--- src/rtl/pipe_stall_ctrl_if.sv ---
// pipe_stall_ctrl_if: hazard inputs from D/E/M stages and stall/MDU status outputs
interface pipe_stall_ctrl_if;
  logic [4:0]  D_rs_addr;
  logic [4:0]  D_rt_addr;
  logic [1:0]  D_rs_tuse;
  logic [1:0]  D_rt_tuse;
  logic        D_is_md;
  logic [4:0]  E_wr_addr;
  logic [1:0]  E_tnew;
  logic [4:0]  M_wr_addr;
  logic [1:0]  M_tnew;
  logic        E_md_start;
  logic        E_md_op;
  logic        stop_sel;
  logic        idex_flush;
  logic        md_busy;
  logic        md_done;
  logic [31:0] stall_cnt;
  modport master (
    output D_rs_addr, D_rt_addr, D_rs_tuse, D_rt_tuse, D_is_md,
    output E_wr_addr, E_tnew, M_wr_addr, M_tnew, E_md_start, E_md_op,
    input  stop_sel, idex_flush, md_busy, md_done, stall_cnt
  );
  modport slave (
    input  D_rs_addr, D_rt_addr, D_rs_tuse, D_rt_tuse, D_is_md,
    input  E_wr_addr, E_tnew, M_wr_addr, M_tnew, E_md_start, E_md_op,
    output stop_sel, idex_flush, md_busy, md_done, stall_cnt
  );
endinterface

--- src/rtl/pipe_stall_ctrl.sv ---
// pipe_stall_ctrl: Tuse/Tnew hazard stall, mult/div sequencing and stall-cycle counter
module pipe_stall_ctrl #(
  parameter int MULT_CYCLES = 5,
  parameter int DIV_CYCLES  = 10
) (
  input logic              clk,
  input logic              reset,
  pipe_stall_ctrl_if.slave bus
);
  localparam int MAXC = (MULT_CYCLES > DIV_CYCLES) ? MULT_CYCLES : DIV_CYCLES;
  localparam int CW   = $clog2(MAXC + 1);
  typedef enum logic {IDLE, BUSY} state_t;
  state_t        state;
  logic [CW-1:0] cnt;
  logic [31:0]   stall_q;
  logic          stall_rs, stall_rt, stall_md, busy;
  // tuse=3 can never be below a 2-bit tnew, so "not used" falls out of the compare
  assign stall_rs = bus.D_rs_addr != 5'd0 &&
                    ((bus.D_rs_addr == bus.E_wr_addr && bus.D_rs_tuse < bus.E_tnew) ||
                     (bus.D_rs_addr == bus.M_wr_addr && bus.D_rs_tuse < bus.M_tnew));
  assign stall_rt = bus.D_rt_addr != 5'd0 &&
                    ((bus.D_rt_addr == bus.E_wr_addr && bus.D_rt_tuse < bus.E_tnew) ||
                     (bus.D_rt_addr == bus.M_wr_addr && bus.D_rt_tuse < bus.M_tnew));
  assign busy           = state == BUSY;
  assign stall_md       = bus.D_is_md && (busy || bus.E_md_start);
  assign bus.stop_sel   = stall_rs || stall_rt || stall_md;
  assign bus.idex_flush = bus.stop_sel;
  assign bus.md_busy    = busy;
  assign bus.md_done    = busy && cnt == CW'(1);
  assign bus.stall_cnt  = stall_q;
  always_ff @(posedge clk) begin
    if (reset) begin
      state   <= IDLE;
      cnt     <= '0;
      stall_q <= '0;
    end else begin
      stall_q <= stall_q + 32'(bus.stop_sel);
      if (state == IDLE) begin
        if (bus.E_md_start) begin
          state <= BUSY;
          cnt   <= bus.E_md_op ? CW'(DIV_CYCLES) : CW'(MULT_CYCLES);
        end
      end else begin
        cnt <= cnt - CW'(1);
        if (cnt == CW'(1)) state <= IDLE;
      end
    end
  end
endmodule

--- src/flat_wrapper.sv ---
// flat-port wrapper written by rule: the top's interface ports become plain ports
module pipe_stall_ctrl_flat 
#(
  parameter int MULT_CYCLES = 5,
  parameter int DIV_CYCLES  = 10
)
  (clk, reset, bus_D_rs_addr, bus_D_rt_addr, bus_D_rs_tuse, bus_D_rt_tuse, bus_D_is_md, bus_E_wr_addr, bus_E_tnew, bus_M_wr_addr, bus_M_tnew, bus_E_md_start, bus_E_md_op, bus_stop_sel, bus_idex_flush, bus_md_busy, bus_md_done, bus_stall_cnt);
  pipe_stall_ctrl_if bus_i ();
  input logic clk;
  input logic reset;
  input wire logic [$bits(bus_i.D_rs_addr)-1:0] bus_D_rs_addr;
  input wire logic [$bits(bus_i.D_rt_addr)-1:0] bus_D_rt_addr;
  input wire logic [$bits(bus_i.D_rs_tuse)-1:0] bus_D_rs_tuse;
  input wire logic [$bits(bus_i.D_rt_tuse)-1:0] bus_D_rt_tuse;
  input wire logic [$bits(bus_i.D_is_md)-1:0] bus_D_is_md;
  input wire logic [$bits(bus_i.E_wr_addr)-1:0] bus_E_wr_addr;
  input wire logic [$bits(bus_i.E_tnew)-1:0] bus_E_tnew;
  input wire logic [$bits(bus_i.M_wr_addr)-1:0] bus_M_wr_addr;
  input wire logic [$bits(bus_i.M_tnew)-1:0] bus_M_tnew;
  input wire logic [$bits(bus_i.E_md_start)-1:0] bus_E_md_start;
  input wire logic [$bits(bus_i.E_md_op)-1:0] bus_E_md_op;
  output wire logic [$bits(bus_i.stop_sel)-1:0] bus_stop_sel;
  output wire logic [$bits(bus_i.idex_flush)-1:0] bus_idex_flush;
  output wire logic [$bits(bus_i.md_busy)-1:0] bus_md_busy;
  output wire logic [$bits(bus_i.md_done)-1:0] bus_md_done;
  output wire logic [$bits(bus_i.stall_cnt)-1:0] bus_stall_cnt;
  assign bus_i.D_rs_addr = bus_D_rs_addr;
  assign bus_i.D_rt_addr = bus_D_rt_addr;
  assign bus_i.D_rs_tuse = bus_D_rs_tuse;
  assign bus_i.D_rt_tuse = bus_D_rt_tuse;
  assign bus_i.D_is_md = bus_D_is_md;
  assign bus_i.E_wr_addr = bus_E_wr_addr;
  assign bus_i.E_tnew = bus_E_tnew;
  assign bus_i.M_wr_addr = bus_M_wr_addr;
  assign bus_i.M_tnew = bus_M_tnew;
  assign bus_i.E_md_start = bus_E_md_start;
  assign bus_i.E_md_op = bus_E_md_op;
  assign bus_stop_sel = bus_i.stop_sel;
  assign bus_idex_flush = bus_i.idex_flush;
  assign bus_md_busy = bus_i.md_busy;
  assign bus_md_done = bus_i.md_done;
  assign bus_stall_cnt = bus_i.stall_cnt;
  pipe_stall_ctrl #(.MULT_CYCLES(MULT_CYCLES), .DIV_CYCLES(DIV_CYCLES)) u_core (.clk(clk), .reset(reset), .bus(bus_i));
endmodule
--- config.mk ---
export PLATFORM = sky130hd
export DESIGN_NAME = pipe_stall_ctrl_flat
export DESIGN_NICKNAME = d
export VERILOG_FILES = /design/src/rtl/pipe_stall_ctrl_if.sv /design/src/rtl/pipe_stall_ctrl.sv /design/src/flat_wrapper.sv
export SDC_FILE = /design/constraint.sdc
export NUM_CORES = 1
export LEC_CHECK = 0
export ABC_CLOCK_PERIOD_IN_PS = 3700
export BUFFER_PORTS_ARGS = -buffer_cell sky130_fd_sc_hd__buf_2
export CORE_MARGIN = 10
export CORE_UTILIZATION = 54
export CTS_BUF_LIST = sky130_fd_sc_hd__clkbuf_8 sky130_fd_sc_hd__clkbuf_16
export DETAILED_ROUTE_END_ITERATION = 7
export PLACE_DENSITY_LB_ADDON = 0.2
export SLEW_MARGIN = 20
export SYNTH_ARGS = -nofsm -noshare
export SYNTH_HDL_FRONTEND = slang
export SYNTH_SLANG_ARGS = --single-unit
--- constraint.sdc ---
create_clock -name clk -period 3.7 [get_ports clk]
set_input_delay 0.185 -clock clk [delete_from_list [all_inputs] [get_ports clk]]
set_output_delay 0.185 -clock clk [all_outputs]
set_load 0.005 [all_outputs]
== Yosys cells after proc, flatten, opt, wreduce, memory -nomap -nowiden ==
Cells that the tools add are included.

* Bits in registers: 37

* $add $sub $neg: 2
* Order comparisons: 4
* Eq/ne operators: 5
* Muxes and demuxes: 6
* Reduce and logical (&&, ||, !) cells: 16

{| class="wikitable"
|+ Operator list
! cell !! number
|-
| adder 32 x 1 -> 32 bit || 1
|-
| equality test 5 bit || 4
|-
| two-way mux 4 bit || 3
|-
| nonzero test 5 bit || 2
|-
| logical AND 1 bit || 8
|-
| less-than comparator 2 bit || 4
|-
| logical OR 1 bit || 5
|-
| equality test 4 x 1 -> 1 bit, second input constant || 1
|-
| subtractor 4 x 1 -> 4 bit, second input constant || 1
|-
| two-way mux 1 bit || 3
|-
| nonzero test 2 bit || 1
|}

== Longest topological paths before layout ==
* Depth in word-level cells: 7
* Depth in mapped cells: 13

== Worst setup path after synthesis ==
OpenSTA, ideal clock, no wires.

* Path kind: input-to-reg
* From: in bus_E_tnew[1]
* To: reg u_core.stall_q[31], in the netlist u_core.bus.stall_cnt[31]
* Setup time: 0.071 ns
* Arrival: 2.494 ns
* Data required time: 3.629 ns
* Slack: 1.136 ns
* Cell stages on the path: 12
* Cells stage by stage: inv_1 -> ha_1 -> nor4_1 -> nand4_1 -> a21oi_1 -> a211o_1 -> ha_1 -> nand4_2 -> nor4_4 -> nand3_2 -> or3_1 -> a21oi_1

* Word-level cells in the longest chain between the ends: 7
* Elaborated cells between the ends (all ways): 11

{| class="wikitable"
|+ Ends and longest elaborated chain
! element !! RTL line !! RTL
|-
| from (decl) || flat_wrapper.sv:17 || <nowiki>input wire logic [$bits(bus_i.E_tnew)-1:0] bus_E_tnew;</nowiki>
|-
| less-than comparator 2 bit (on tied branches) || pipe_stall_ctrl.sv:19, pipe_stall_ctrl.sv:22 ||
|-
| logical AND 1 bit (on tied branches) || pipe_stall_ctrl.sv:19, pipe_stall_ctrl.sv:22 ||
|-
| logical OR 1 bit (on tied branches) || pipe_stall_ctrl.sv:19, pipe_stall_ctrl.sv:22 ||
|-
| logical AND 1 bit (on tied branches) || pipe_stall_ctrl.sv:18, pipe_stall_ctrl.sv:21 ||
|-
| logical OR 1 bit * (2 in a row) || pipe_stall_ctrl.sv:26 || <nowiki>assign bus.stop_sel = stall_rs || stall_rt || stall_md;</nowiki>
|-
| named net bus_idex_flush || flat_wrapper.sv:23 || <nowiki>output wire logic [$bits(bus_i.idex_flush)-1:0] bus_idex_flush;</nowiki>
|-
| adder 32 x 1 -> 32 bit * || pipe_stall_ctrl.sv:37 || <nowiki>stall_q <= stall_q + 32'(bus.stop_sel);</nowiki>
|-
| to (signal assigned) || pipe_stall_ctrl.sv:37 ||
|-
| to (decl) || pipe_stall_ctrl.sv:15 || <nowiki>logic [31:0] stall_q;</nowiki>
|}

The timed path passes the listed nets; every way through them passes the cells marked *.
A chain may end at the register's enable or synchronous reset.

== Worst setup path after layout ==
* From: reg u_core.state, in the netlist u_core.bus.md_busy
* To: reg u_core.stall_q[30], in the netlist u_core.bus.stall_cnt[30]

* Word-level cells in the longest chain between the ends: 4

{| class="wikitable"
|+ Ends and longest elaborated chain
! element !! RTL line !! RTL
|-
| from (decl) || pipe_stall_ctrl.sv:13 || <nowiki>state_t state;</nowiki>
|-
| from (signal assigned) || pipe_stall_ctrl.sv:33 || <nowiki>state <= IDLE;</nowiki>
|-
| from (signal assigned) || pipe_stall_ctrl.sv:40 || <nowiki>state <= BUSY;</nowiki>
|-
| from (signal assigned) || pipe_stall_ctrl.sv:45 || <nowiki>if (cnt == CW'(1)) state <= IDLE;</nowiki>
|-
| logical OR 1 bit || pipe_stall_ctrl.sv:25 || <nowiki>assign stall_md = bus.D_is_md && (busy || bus.E_md_start);</nowiki>
|-
| logical AND 1 bit || pipe_stall_ctrl.sv:25 ||
|-
| logical OR 1 bit || pipe_stall_ctrl.sv:26 ||
|-
| adder 32 x 1 -> 32 bit || pipe_stall_ctrl.sv:37 ||
|}

Every way passes these cells.

==> impl_metrics.prom <==
# TYPE chip_impl_metric gauge
chip_impl_info{name="run_status",value="finished clean"} 1
chip_impl_metric{name="dp_slack",unit="ns"} 0.730
chip_impl_info{name="r2r-start",value="u_core.bus.md_busy"} 1
chip_impl_metric{name="port_buffers",unit=""} 68
chip_impl_metric{name="detailed_place_hpwl",unit="um"} 3820
chip_impl_metric{name="insertedDiodeCount",unit=""} 0
chip_impl_metric{name="ctsHtreeMaxLevel",unit=""} 2
chip_impl_metric{name="dr.first_iter.drc_count",unit=""} 79
chip_impl_metric{name="grt_first_pass_wirelength",unit="um"} 8050
chip_impl_metric{name="cts_inserted_buffers",unit=""} 5
chip_impl_info{name="cts.root.buffer_cell",value="clkbuf_8"} 1
chip_impl_metric{name="grt_antenna_before_repair",unit=""} 0
chip_impl_metric{name="syn_nets",unit=""} 274
chip_impl_metric{name="core.rowCount",unit=""} 22
chip_impl_metric{name="power.total",unit="uW"} 871
chip_impl_metric{name="clkSlewWorstSetupHoldPaths",unit="ns"} 0.07
chip_impl_info{name="rsz0062_at_grt",value="no"} 1
chip_impl_info{name="setup.worst_path.start",value="u_core.bus.md_busy"} 1
chip_impl_metric{name="pin_slew_with_the_least_headroom_to_its_limit",unit="ns"} 0.726
chip_impl_metric{name="final_cell_area",unit="sq um"} 2500
chip_impl_metric{name="gp_congestion",unit=""} 0.872
chip_impl_metric{name="net-switching-power",unit="uW"} 200
chip_impl_metric{name="viasPerCell",unit=""} 5.24
chip_impl_metric{name="clock_tree_buf_depth",unit=""} 2
chip_impl_metric{name="sequential_standard_cell_area",unit="sq um"} 741
chip_impl_metric{name="placedCellCount",unit=""} 342
chip_impl_metric{name="grt_start_max_net_pins",unit=""} 38
chip_impl_metric{name="routed_wl",unit="um"} 4840
chip_impl_info{name="holdCritPathClass",value="in2reg"} 1
chip_impl_metric{name="max_slew_margin",unit=""} 0.512
chip_impl_metric{name="count_of_filler_cells_inserted_in_the_layout",unit=""} 337
chip_impl_metric{name="dieArea",unit="sq um"} 6580
chip_impl_metric{name="ys_seq_area_frac",unit=""} 0.367
chip_impl_metric{name="floorplan.io_pins",unit=""} 69
chip_impl_metric{name="synth.cell_area",unit="sq um"} 2020
chip_impl_metric{name="multiInputGateArea",unit="sq um"} 1210
chip_impl_info{name="tritoncts_clock_tree",value="yes"} 1
chip_impl_metric{name="sw_frac_of_total",unit=""} 0.229
chip_impl_metric{name="floorplan.die.width",unit="um"} 81.1
chip_impl_metric{name="async_flop_share",unit=""} 0
chip_impl_metric{name="finalSetupViolCount",unit=""} 0
chip_impl_metric{name="ys_types",unit=""} 36
chip_impl_metric{name="final_layout_size_suffix_gt1_frac",unit=""} 0.278
chip_impl_metric{name="p_per_area",unit="nW/um^2"} 348
chip_impl_metric{name="drt_drc_violations_left",unit=""} 0
chip_impl_metric{name="synth_cells",unit=""} 233
chip_impl_metric{name="p_clk_frac",unit=""} 0.409
chip_impl_metric{name="cts.sinks",unit=""} 37
chip_impl_metric{name="nets",unit=""} 342
chip_impl_metric{name="fmax",unit="MHz"} 369
chip_impl_metric{name="finalHoldViolCount",unit=""} 0
chip_impl_metric{name="floorplan.die.height",unit="um"} 81.1
chip_impl_metric{name="final_period_minus_worst_setup_slack",unit="ns"} 2.71
chip_impl_metric{name="p_leak",unit="uW"} 0.00115
chip_impl_metric{name="max_cap_viols",unit=""} 0
chip_impl_metric{name="post-cts-setup-buffer-count",unit=""} 0
chip_impl_metric{name="yosys_warnings",unit=""} 0
chip_impl_metric{name="slew_viol_final",unit=""} 0
chip_impl_metric{name="final.period_utilization",unit=""} 0.733
chip_impl_metric{name="finish.cell_count_without_fillers",unit=""} 350
chip_impl_metric{name="number_of_global_route_vias_before_repair",unit=""} 1804
chip_impl_metric{name="synth_edf_count",unit=""} 0
chip_impl_metric{name="syn_area_per_cell",unit="sq um"} 8.66
chip_impl_info{name="worst_setup_path_start_kind",value="register"} 1
chip_impl_metric{name="detail-route-antenna-nets",unit=""} 0
chip_impl_metric{name="wl_per_cell",unit="um"} 13.8
chip_impl_info{name="critPathKind",value="reg2reg"} 1
chip_impl_metric{name="timing.critical_path.arrival",unit="ns"} 2.87
chip_impl_metric{name="grt_remaining_overflow",unit=""} 0
chip_impl_metric{name="core",unit="sq um"} 3630
chip_impl_metric{name="power.ir.vdd_worst",unit="uV"} 312
chip_impl_metric{name="dr_total_vias",unit=""} 1833
chip_impl_metric{name="cts.hold.buffers_added",unit=""} 0
chip_impl_metric{name="synth_seq_cells",unit=""} 37
chip_impl_metric{name="pwr-share-comb",unit=""} 0.114
chip_impl_metric{name="cp_data_required_time",unit="ns"} 3.85
chip_impl_metric{name="grt_overall_usage",unit=""} 0.153
chip_impl_metric{name="cts.repair.resized",unit=""} 0
chip_impl_metric{name="setup_slack",unit="ns"} 0.987
chip_impl_info{name="yosys_most_used_dff",value="dfxtp_1"} 1
chip_impl_info{name="critical_path.endpoint_type",value="register"} 1
chip_impl_metric{name="final.setup.tns",unit="ns"} 0
chip_impl_metric{name="final.setup_skew",unit="ns"} 0.00769
chip_impl_metric{name="internal_power",unit="uW"} 672
chip_impl_info{name="source_of_the_worst_hold_timing_path",value="bus_E_md_op"} 1
chip_impl_metric{name="clock_latency",unit="ns"} 0.29
chip_impl_metric{name="firstDrtPassIters",unit=""} 4
chip_impl_metric{name="syn2layout_area_growth",unit="%"} 24.1
chip_impl_metric{name="worst-path-max-fanout",unit=""} 13
chip_impl_metric{name="detailed_place.area",unit="sq um"} 2390
chip_impl_metric{name="initial_utilization",unit=""} 0.555
chip_impl_metric{name="power.sequential.fraction",unit=""} 0.477
[path summary, 6_finish.rpt]
| path | end | slack, ns | cells after the start |
|---|---|---|---|
| hold reg to reg | u_core.bus.stall_cnt[31] | 0.48 | 2 |
| setup / recovery | u_core.bus.stall_cnt[30] | 0.99 | 10 |
| hold / removal | u_core.cnt[0] | 0.25 | 4 |
| setup reg to reg | u_core.bus.stall_cnt[30] | 0.99 | 10 |
[synthesized netlist by cell type (3+ instances only)]
cell / n / area [sq um]
a211oi_1: 3 / 22.5
nor2b_1: 4 / 25.0
clkbuf_1: 5 / 18.8
nor2_1: 36 / 135
inv_1: 10 / 37.5
and3_1: 4 / 25.0
nand4_1: 11 / 68.8
or3_1: 4 / 25.0
xor2_1: 32 / 280
o21ai_0: 8 / 40.0
nand2_1: 10 / 37.5
a21oi_1: 6 / 30.0
ha_1: 8 / 100
nor3_1: 6 / 30.0
xnor2_1: 15 / 131
dfxtp_1: 37 / 741
nand3_1: 10 / 50.1
[placed cells by master, fill, tap and decap left out, types with 2 or more instances in the layout]
cell,n
xor2_1,32
ha_1,8
nor4_1,2
inv_1,11
a21oi_1,6
nor2_1,36
a211oi_1,3
nor3_1,6
o21ai_0,8
nor2b_1,4
nand4_1,11
dfxtp_1,37
nand3_1,10
and3_1,4
nand3_2,2
xnor2_1,15
clkbuf_8,6
and4_2,2
nand2_1,10
or3_1,4
and4_1,2
nand4_2,2
buf_2,68
[logic make-up after synthesis]
| kind of cell | count (synthesis) | share of synthesized area |
|---|---|---|
| AND/OR/NAND/NOR | 102 | 0.280 |
| XOR/XNOR | 47 | 0.204 |
| flip-flops | 37 | 0.367 |
| AO/OA/AOI/OAI | 21 | 0.0608 |
| buffers and inverters | 17 | 0.0335 |
| adder cells (fa/ha/maj) | 8 | 0.0496 |
| multiplexers | 1 | 0.00496 |
[cell type report]
class / count / share of cell area
Clock inverter: 2 / 0.0135
Sequential cell: 37 / 0.296
Timing Repair Buffer: 68 / 0.136
Inverter: 10 / 0.0150
Clock buffer: 6 / 0.0330
Tap cell: 48 / 0.0240
Multi-Input combinational cell: 179 / 0.483
[per-layer routing]
| layer | global-route usage | up-vias | share of wire |
|---|---|---|---|
| met5 | 0 | - | 0 |
| met4 | 0.0467 | 0 | 0.012 |
| met3 | 0.0552 | 6 | 0.066 |
| met2 | 0.281 | 47 | 0.50 |
| met1 | 0.158 | 843 | 0.42 |
| li1 | - | 937 | - |
[metrics by stage]
stage	hold slack [ns]	util
2_1_floorplan	0.379	-
3_5_place_dp	0.476	0.657
4_1_cts	0.243	0.689
6_report	0.251	0.689
3_3_place_gp	0.473	0.657
5_1_grt	0.259	0.689
[sequential cells by signal, summed over array words and instances (netlist names)]
name	flops
u_core.bus.stall_cnt	32
u_core.cnt	4
u_core.bus.md_busy	1
[power groups by stage]
stage | Sequential, uW | Clock, uW | Combinational (uW)
after detailed placement | 425 | 0 | 99.9
after floorplan | 422 | 0 | 59.6
final | 416 | 356 | 99.2
after global routing | 417 | 377 | 112
after global placement | 425 | 0 | 98.7
after CTS | 416 | 362 | 100
[worst max-delay path, cell delays in order, from the launching register on]
cell and delay, ns:
dfxtp_1 0.56, nor2_1 0.12, nor2b_1 0.14, a211o_1 0.15
ha_1 0.21, ha_1 0.21, nand3_1 0.12, nor4_2 0.57
nand4_1 0.22, xor2_1 0.21, nor2_1 0.06
Note: power is estimated with default switching activity, not from simulation.
